[config.mk]
export PLATFORM = sky130hd
export DESIGN_NAME = axi_lite_to_apb_dw
export DESIGN_NICKNAME = d
export VERILOG_FILES = /design/src/rtl/axi_lite_to_apb_dw.sv
export SDC_FILE = /design/constraint.sdc
export NUM_CORES = 1
export LEC_CHECK = 0
export CAP_MARGIN = 20
export CORE_AREA = 2 2 577 579
export DETAILED_ROUTE_END_ITERATION = 10
export DIE_AREA = 0 0 579 581
export MAX_ROUTING_LAYER = met4
export PLACE_DENSITY = 0.3
export SLEW_MARGIN = 20
export SYNTH_ARGS = -nofsm -noshare
export SYNTH_HDL_FRONTEND = slang
export SYNTH_SLANG_ARGS = --single-unit
[constraint.sdc]
create_clock -name clk_i -period 12.6 [get_ports clk_i]
set_clock_uncertainty 0.05 [all_clocks]
set_input_delay 2.52 -clock clk_i [delete_from_list [all_inputs] [get_ports clk_i]]
set_output_delay 2.52 -clock clk_i [all_outputs]
set_load 0.05 [all_outputs]
[src/rtl/axi_lite_to_apb_dw.sv]
// AXI4-Lite to narrow APB4 bridge: each access is split into AxiDataWidth/ApbDataWidth APB beats.
// Optional per-beat ACCESS timeout is built when AXI_LITE_TO_APB_DW_TIMEOUT_EN is defined.
package axi_lite_to_apb_dw_pkg;
    localparam int unsigned AW     = 32;
    localparam int unsigned AXI_DW = 32;
    localparam int unsigned APB_DW = 8;

    typedef struct packed {
        logic [AW-1:0]       aw_addr;
        logic [2:0]          aw_prot;
        logic                aw_valid;
        logic [AXI_DW-1:0]   w_data;
        logic [AXI_DW/8-1:0] w_strb;
        logic                w_valid;
        logic                b_ready;
        logic [AW-1:0]       ar_addr;
        logic [2:0]          ar_prot;
        logic                ar_valid;
        logic                r_ready;
    } axi_lite_req_t;

    typedef struct packed {
        logic              aw_ready;
        logic              w_ready;
        logic              b_valid;
        logic [1:0]        b_resp;
        logic              ar_ready;
        logic              r_valid;
        logic [AXI_DW-1:0] r_data;
        logic [1:0]        r_resp;
    } axi_lite_resp_t;

    typedef struct packed {
        logic [AW-1:0]       paddr;
        logic [2:0]          pprot;
        logic                psel;
        logic                penable;
        logic                pwrite;
        logic [APB_DW-1:0]   pwdata;
        logic [APB_DW/8-1:0] pstrb;
    } apb_req_t;

    typedef struct packed {
        logic              pready;
        logic [APB_DW-1:0] prdata;
        logic              pslverr;
    } apb_resp_t;

    typedef struct packed {
        logic [31:0]   idx;
        logic [AW-1:0] start_addr;
        logic [AW-1:0] end_addr;
    } rule_t;
endpackage

module axi_lite_to_apb_dw #(
    parameter int unsigned NoApbSlaves   = 8,
    parameter int unsigned NoRules       = 9,
    parameter int unsigned AddrWidth     = 32,
    parameter int unsigned AxiDataWidth  = 32,
    parameter int unsigned ApbDataWidth  = 8,
    parameter int unsigned TimeoutCycles = 16,
    parameter type axi_lite_req_t  = axi_lite_to_apb_dw_pkg::axi_lite_req_t,
    parameter type axi_lite_resp_t = axi_lite_to_apb_dw_pkg::axi_lite_resp_t,
    parameter type apb_req_t       = axi_lite_to_apb_dw_pkg::apb_req_t,
    parameter type apb_resp_t      = axi_lite_to_apb_dw_pkg::apb_resp_t,
    parameter type rule_t          = axi_lite_to_apb_dw_pkg::rule_t
) (
    input  logic                             clk_i,
    input  logic                             rst_ni,
    input  axi_lite_req_t                    axi_lite_req_i,
    output axi_lite_resp_t                   axi_lite_resp_o,
    output apb_req_t  [NoApbSlaves-1:0]      apb_req_o,
    input  apb_resp_t [NoApbSlaves-1:0]      apb_resp_i,
    input  rule_t     [NoRules-1:0]          addr_map_i
);
    localparam int unsigned Ratio    = AxiDataWidth / ApbDataWidth;
    localparam int unsigned BeatW    = $clog2(Ratio);
    localparam int unsigned AxiStrbW = AxiDataWidth / 8;
    localparam int unsigned ApbStrbW = ApbDataWidth / 8;
    localparam int unsigned AlignLsb = $clog2(AxiStrbW);
    localparam int unsigned SelW     = (NoApbSlaves > 1) ? $clog2(NoApbSlaves) : 1;

    if (ApbDataWidth >= AxiDataWidth || ApbDataWidth < 8 || AxiDataWidth < 16 || TimeoutCycles == 0)
    begin : g_bad_cfg
        $error("axi_lite_to_apb_dw: invalid parameter set");
    end

    typedef enum logic [1:0] {IDLE, SETUP, ACCESS, RESP} state_e;
    state_e state_q, state_d;

    logic [AddrWidth-1:0]    addr_q;
    logic [AxiDataWidth-1:0] wdata_q, rdata_q;
    logic [AxiStrbW-1:0]     strb_q;
    logic [2:0]              prot_q;
    logic [SelW-1:0]         sel_q;
    logic [BeatW-1:0]        beat_q;
    logic                    write_q, prio_wr_q, err_q, decerr_q;

    logic                 wr_elig, sel_rd, sel_wr, accept, dec_hit, timeout;
    logic [AddrWidth-1:0] req_addr, paddr;
    logic [SelW-1:0]      dec_idx;
    logic [BeatW-1:0]     first_beat, next_beat;
    logic                 first_any, next_any;
    apb_resp_t            cur_rsp;

    assign cur_rsp = apb_resp_i[sel_q];

    // Read wins a conflict unless it was the type served last.
    always_comb begin
        wr_elig  = axi_lite_req_i.aw_valid && axi_lite_req_i.w_valid;
        sel_rd   = axi_lite_req_i.ar_valid && (!wr_elig || !prio_wr_q);
        sel_wr   = wr_elig && !sel_rd;
        accept   = (state_q == IDLE) && (sel_rd || sel_wr);
        req_addr = sel_wr ? axi_lite_req_i.aw_addr : axi_lite_req_i.ar_addr;
    end

    // Lowest-numbered matching rule wins.
    always_comb begin
        dec_hit = 1'b0;
        dec_idx = '0;
        for (int i = NoRules - 1; i >= 0; i--) begin
            if (req_addr >= addr_map_i[i].start_addr && req_addr < addr_map_i[i].end_addr &&
                addr_map_i[i].idx < NoApbSlaves) begin
                dec_hit = 1'b1;
                dec_idx = SelW'(addr_map_i[i].idx);
            end
        end
    end

    // Reads use every beat; writes skip beats whose strobe slice is empty.
    always_comb begin
        first_any  = 1'b0;
        first_beat = '0;
        next_any   = 1'b0;
        next_beat  = '0;
        for (int k = Ratio - 1; k >= 0; k--) begin
            if (!sel_wr || (|axi_lite_req_i.w_strb[k*ApbStrbW +: ApbStrbW])) begin
                first_any  = 1'b1;
                first_beat = BeatW'(k);
            end
            if (k > int'(beat_q) && (!write_q || (|strb_q[k*ApbStrbW +: ApbStrbW]))) begin
                next_any  = 1'b1;
                next_beat = BeatW'(k);
            end
        end
    end

`ifdef AXI_LITE_TO_APB_DW_TIMEOUT_EN
    localparam int unsigned CntW = $clog2(TimeoutCycles + 1);
    logic [CntW-1:0] cnt_q;

    assign timeout = (state_q == ACCESS) && !cur_rsp.pready && (cnt_q == CntW'(TimeoutCycles - 1));

    always_ff @(posedge clk_i or negedge rst_ni) begin
        if (!rst_ni)                 cnt_q <= '0;
        else if (state_q != ACCESS)  cnt_q <= '0;
        else                         cnt_q <= cnt_q + 1'b1;
    end
`else
    assign timeout = 1'b0;
`endif

    always_comb begin
        state_d = state_q;
        case (state_q)
            IDLE:    if (accept) state_d = (dec_hit && first_any) ? SETUP : RESP;
            SETUP:   state_d = ACCESS;
            ACCESS: begin
                if (cur_rsp.pready) state_d = next_any ? SETUP : RESP;
                else if (timeout)   state_d = RESP;
            end
            RESP:    if (write_q ? axi_lite_req_i.b_ready : axi_lite_req_i.r_ready) state_d = IDLE;
            default: state_d = IDLE;
        endcase
    end

    always_ff @(posedge clk_i or negedge rst_ni) begin
        if (!rst_ni) begin
            state_q   <= IDLE;
            addr_q    <= '0;
            wdata_q   <= '0;
            rdata_q   <= '0;
            strb_q    <= '0;
            prot_q    <= '0;
            sel_q     <= '0;
            beat_q    <= '0;
            write_q   <= 1'b0;
            prio_wr_q <= 1'b0;
            err_q     <= 1'b0;
            decerr_q  <= 1'b0;
        end else begin
            state_q <= state_d;
            if (accept) begin
                write_q   <= sel_wr;
                prio_wr_q <= sel_rd;
                addr_q    <= req_addr;
                wdata_q   <= sel_wr ? axi_lite_req_i.w_data : '0;
                strb_q    <= sel_wr ? axi_lite_req_i.w_strb : '0;
                prot_q    <= sel_wr ? axi_lite_req_i.aw_prot : axi_lite_req_i.ar_prot;
                sel_q     <= dec_idx;
                beat_q    <= first_beat;
                rdata_q   <= '0;
                err_q     <= 1'b0;
                decerr_q  <= !dec_hit;
            end else if (state_q == ACCESS) begin
                if (cur_rsp.pready) begin
                    if (!write_q) rdata_q[int'(beat_q)*ApbDataWidth +: ApbDataWidth] <= cur_rsp.prdata;
                    err_q <= err_q | cur_rsp.pslverr;
                    if (next_any) beat_q <= next_beat;
                end else if (timeout) begin
                    err_q <= 1'b1;
                end
            end
        end
    end

    assign paddr = {addr_q[AddrWidth-1:AlignLsb], {AlignLsb{1'b0}}} + (AddrWidth'(beat_q) << $clog2(ApbStrbW));

    always_comb begin
        axi_lite_resp_o          = '0;
        axi_lite_resp_o.aw_ready = accept && sel_wr;
        axi_lite_resp_o.w_ready  = accept && sel_wr;
        axi_lite_resp_o.ar_ready = accept && sel_rd;
        axi_lite_resp_o.b_valid  = (state_q == RESP) && write_q;
        axi_lite_resp_o.r_valid  = (state_q == RESP) && !write_q;
        axi_lite_resp_o.b_resp   = decerr_q ? 2'b11 : (err_q ? 2'b10 : 2'b00);
        axi_lite_resp_o.r_resp   = axi_lite_resp_o.b_resp;
        axi_lite_resp_o.r_data   = rdata_q;
    end

    always_comb begin
        apb_req_o = '0;
        for (int unsigned i = 0; i < NoApbSlaves; i++) begin
            apb_req_o[i].paddr   = paddr;
            apb_req_o[i].pprot   = prot_q;
            apb_req_o[i].pwrite  = write_q;
            apb_req_o[i].pwdata  = wdata_q[int'(beat_q)*ApbDataWidth +: ApbDataWidth];
            apb_req_o[i].pstrb   = strb_q[int'(beat_q)*ApbStrbW +: ApbStrbW];
            apb_req_o[i].psel    = (state_q == SETUP || state_q == ACCESS) && (sel_q == SelW'(i));
            apb_req_o[i].penable = (state_q == ACCESS) && (sel_q == SelW'(i));
        end
    end
endmodule

==> results.sh <==
export IMPL_grt_pass1_vias=28800
export IMPL_drt_met1_wl_um=96700
export IMPL_tns_ps=0
export IMPL_synthCells=3148
export IMPL_hpwl_um=210000
export IMPL_hold_buffers=0
export IMPL_io_buffer_count=1473
export IMPL_wl_um=239000
export IMPL_powerDensity_nw_per_um2=155
export IMPL_clock_latency_ps=440
export IMPL_yosys_register_bits=112
export IMPL_topRoutingLayerUsed="met4"
export IMPL_avgSynthCellArea_um2=7.46
export IMPL_endpoint_kind="flip-flop"
export IMPL_max_freq_mhz=111
export IMPL_crit_path_max_incr_delay_ps=870
export IMPL_die_w_um=579
export IMPL_design_area_um2=42400
export IMPL_ir_drop_uv=119
export IMPL_cts_buffers=9
export IMPL_chipHeight_um=581
export IMPL_drt_first_pass_iters=7
export IMPL_crit_family="simple AND/OR/NAND/NOR gates"
export IMPL_dieArea_um2=336000
export IMPL_grt_max_degree=76
export IMPL_hold_path_class="flip-flop to flip-flop"
export IMPL_cp_max_fo=40
export IMPL_vias=27600
export IMPL_place_congestion=0.838
export IMPL_wl_met2_um=121000
export IMPL_h_tree_depth=3
export IMPL_criticalPathCategory="input port to flip-flop"
export IMPL_worst_pin_slew_ps=1280
export IMPL_fin_nets=5960
export IMPL_area_delta_synth_final_pct=80.6
export IMPL_grt_pass1_wl_um=295000
export IMPL_grt_use_total_pct=14.1
export IMPL_start_util_pct=7.12
export IMPL_postCtsSetupBuffers=0
export IMPL_synth_edf_count=0
export IMPL_drv_slew=0
export IMPL_crit_slowest_cell="or4b_1"
export IMPL_routedWlPerCell_um=27.1
export IMPL_antenna_found_initial=173
export IMPL_cts_resized=0
export IMPL_num_rows=211
export IMPL_setup_viol=0
export IMPL_drc_errors=0
export IMPL_critical_path_arrival_ps=9300
export IMPL_synthArstFlopShare_pct=100
export IMPL_synthFlopType="dfrtp_1"
export IMPL_rsz0062_at_grt="false"
export IMPL_yosysWarnings=0
export IMPL_drtAntennaViolNets=0
export IMPL_cts_tree="yes"
export IMPL_cp_num_buf_inv=3
export IMPL_drt_initial_drc_count=1323
export IMPL_drive_gt1_share_pct=4.11
export IMPL_max_slew_margin_pct=14.4
export IMPL_synth_cell_types=69
export IMPL_hold_ws_ps=435
export IMPL_ys_seq_area_share_pct=11.9
export IMPL_root_buffer="clkbuf_16"
export IMPL_avgViaCountPerCell=3.14
export IMPL_post_dp_cell_area_um2=41900
export IMPL_coreArea_um2=330000
export IMPL_grt_ovfl_total=0
export IMPL_cts_buffer_depth=2
export IMPL_cts_reportedPaths_clkPinSlew_ps=130
export IMPL_cp_cell_sequence="clkdlybuf4s50_1 > nor2b_1 > nor2_4 > buf_4 > buf_4 > nand2_1 > nand2_4 > ha_1 > and3_1 > nand4_1 > a2111oi_2 > nor4_1 > or4b_1 > mux2i_1 > a211oi_1 > o311ai_1 > nand2_1"
export IMPL_hold_violations=0
export IMPL_syn_area_um2=23500
export IMPL_max_cap_viol_count=0
export IMPL_min_period_ps=9010
export IMPL_power_leakage_nw=18.0
export IMPL_startpoint_type="input port"
export IMPL_io_pins=1474
export IMPL_nFillCells=37800
export IMPL_crit_required_ps=12890
export IMPL_status="complete, no violations"
export IMPL_synth_nets=4782
export IMPL_fin_crit_sh_pct=71.5
export IMPL_cts_sinks=112
export IMPL_route_met3_wl_um=16900
## per-layer routing
| layer | up-vias | global-route usage (%) |
|---|---|---|
| li1 | 13100 | - |
| met1 | 13100 | 15.8 |
| met2 | 1265 | 24.9 |
| met3 | 133 | 3.56 |
| met4 | 0 | 2.82 |
| met5 | - | - |
## final cells by class
cell class | count | area (um^2) | area share, %
flip-flops and latches | 112 | 2810 | 6.62
inverters | 579 | 2170 | 5.12
diodes | 96 | 240 | 0.566
multi-input cells | 2095 | 16300 | 38.3
repair buffers | 1529 | 15200 | 35.8
well taps | 4366 | 5460 | 12.9
clock buffers | 9 | 225 | 0.531
clock inverters | 7 | 91.3 | 0.215
## synthesized netlist by cell type, types with 8 or more instances
library cell,number,area [um^2]
inv_1,579,2170
ha_1,577,7220
nand2_1,409,1540
buf_4,320,2400
a21oi_1,182,911
o21ai_0,156,781
nor2_1,114,428
dfrtp_1,112,2800
nand4_1,89,557
nor4_1,69,432
nand3_1,59,295
a211oi_1,46,345
a21o_1,46,345
clkbuf_1,31,116
mux4_2,29,653
nor3_1,28,140
nor2b_1,23,144
nand2b_1,22,138
o211ai_1,21,158
o31ai_1,21,158
a2111oi_0,15,131
and4_1,14,123
a31oi_1,13,81.3
mux2i_1,13,130
o21a_1,12,90.1
o221ai_1,11,96.3
a311oi_1,10,87.6
buf_1,9,33.8
o2111ai_1,8,70.1
## power breakdown
group | switching, mW | total, mW | internal (mW)
Clock | 0.225 | 0.371 | 0.146
Sequential | 0.409 | 0.875 | 0.466
Combinational | 3.60 | 5.31 | 1.71
## flip-flops by register name, indices dropped and copies added, names as in the netlist
register   flops
decerr_q       1
sel_q          3
rdata_q       32
write_q        1
strb_q         4
state_q        2
err_q          1
addr_q        30
wdata_q       32
beat_q         2
prot_q         3
prio_wr_q      1
## through the flow
| step | setup slack, ps | total power, mW | std cells | util, % |
|---|---|---|---|---|
| 2_1_floorplan | 5870 | 4.29 | 3148 | - |
| 3_3_place_gp | 2360 | 6.32 | 8677 | 12.7 |
| 3_5_place_dp | 2790 | 6.33 | 8681 | 12.7 |
| 4_1_cts | 3280 | 6.73 | 8697 | 12.8 |
| 5_1_grt | 3110 | 6.95 | 8775 | 12.9 |
| 6_report | 3590 | 6.56 | 8793 | 12.9 |
## tightest hold or removal path, delay by kind of cell (launching register included)
family,cells,cell delay [ps]
flops,1,350
simple gates,1,50
compound gates,1,50
## cells in the final DEF, fill, tap and decap left out, types with 6 or more instances in the layout
cell | Yosys | routed
a2111oi_0 | 15 | 12
a211o_1 | 7 | 7
a211oi_1 | 46 | 44
a21o_1 | 46 | 46
a21oi_1 | 182 | 181
a311oi_1 | 10 | 7
a31oi_1 | 13 | 13
and3_1 | 6 | 6
and4_1 | 14 | 14
buf_4 | 320 | 53
clkbuf_16 | 0 | 9
clkdlybuf4s50_1 | 0 | 1472
dfrtp_1 | 112 | 109
diode_2 | 0 | 96
ha_1 | 577 | 577
inv_1 | 579 | 579
mux2i_1 | 13 | 13
mux4_2 | 29 | 29
nand2_1 | 409 | 377
nand2_2 | 0 | 17
nand2_4 | 0 | 15
nand2b_1 | 22 | 22
nand3_1 | 59 | 59
nand4_1 | 89 | 89
nor2_1 | 114 | 113
nor2b_1 | 23 | 22
nor3_1 | 28 | 26
nor4_1 | 69 | 64
o2111ai_1 | 8 | 8
o211ai_1 | 21 | 21
o21a_1 | 12 | 12
o21ai_0 | 156 | 153
o21ai_1 | 7 | 8
o21bai_1 | 7 | 7
o221ai_1 | 11 | 11
o31ai_1 | 21 | 19
or2_2 | 6 | 6
## final timing paths
path                                    from     endpoint  slack (ps)  cells past startpoint
setup / recovery           axi_lite_req_i[1]     sel_q[1]        3590                     17
hold / removal                   rdata_q[30]  rdata_q[30]         430                      2
setup reg to reg                   prio_wr_q     sel_q[1]        6170                     16
hold reg to reg                  rdata_q[30]  rdata_q[30]         430                      2
max in group asynchronous             rst_ni    beat_q[0]        8930                      2
min in group asynchronous             rst_ni  wdata_q[17]        2020                      1
## logic make-up (layout without fill, tap and decap cells)
group,after synthesis,in the layout,synth area share [%]
other cells,0,96,0
mux,42,42,3.33
fa+ha+maj,577,577,30.7
buf+inv,941,2124,20.2
compound gates,610,610,16.4
simple gates,866,866,17.4
flops,112,112,11.9
(Power assumes the default switching activity.)
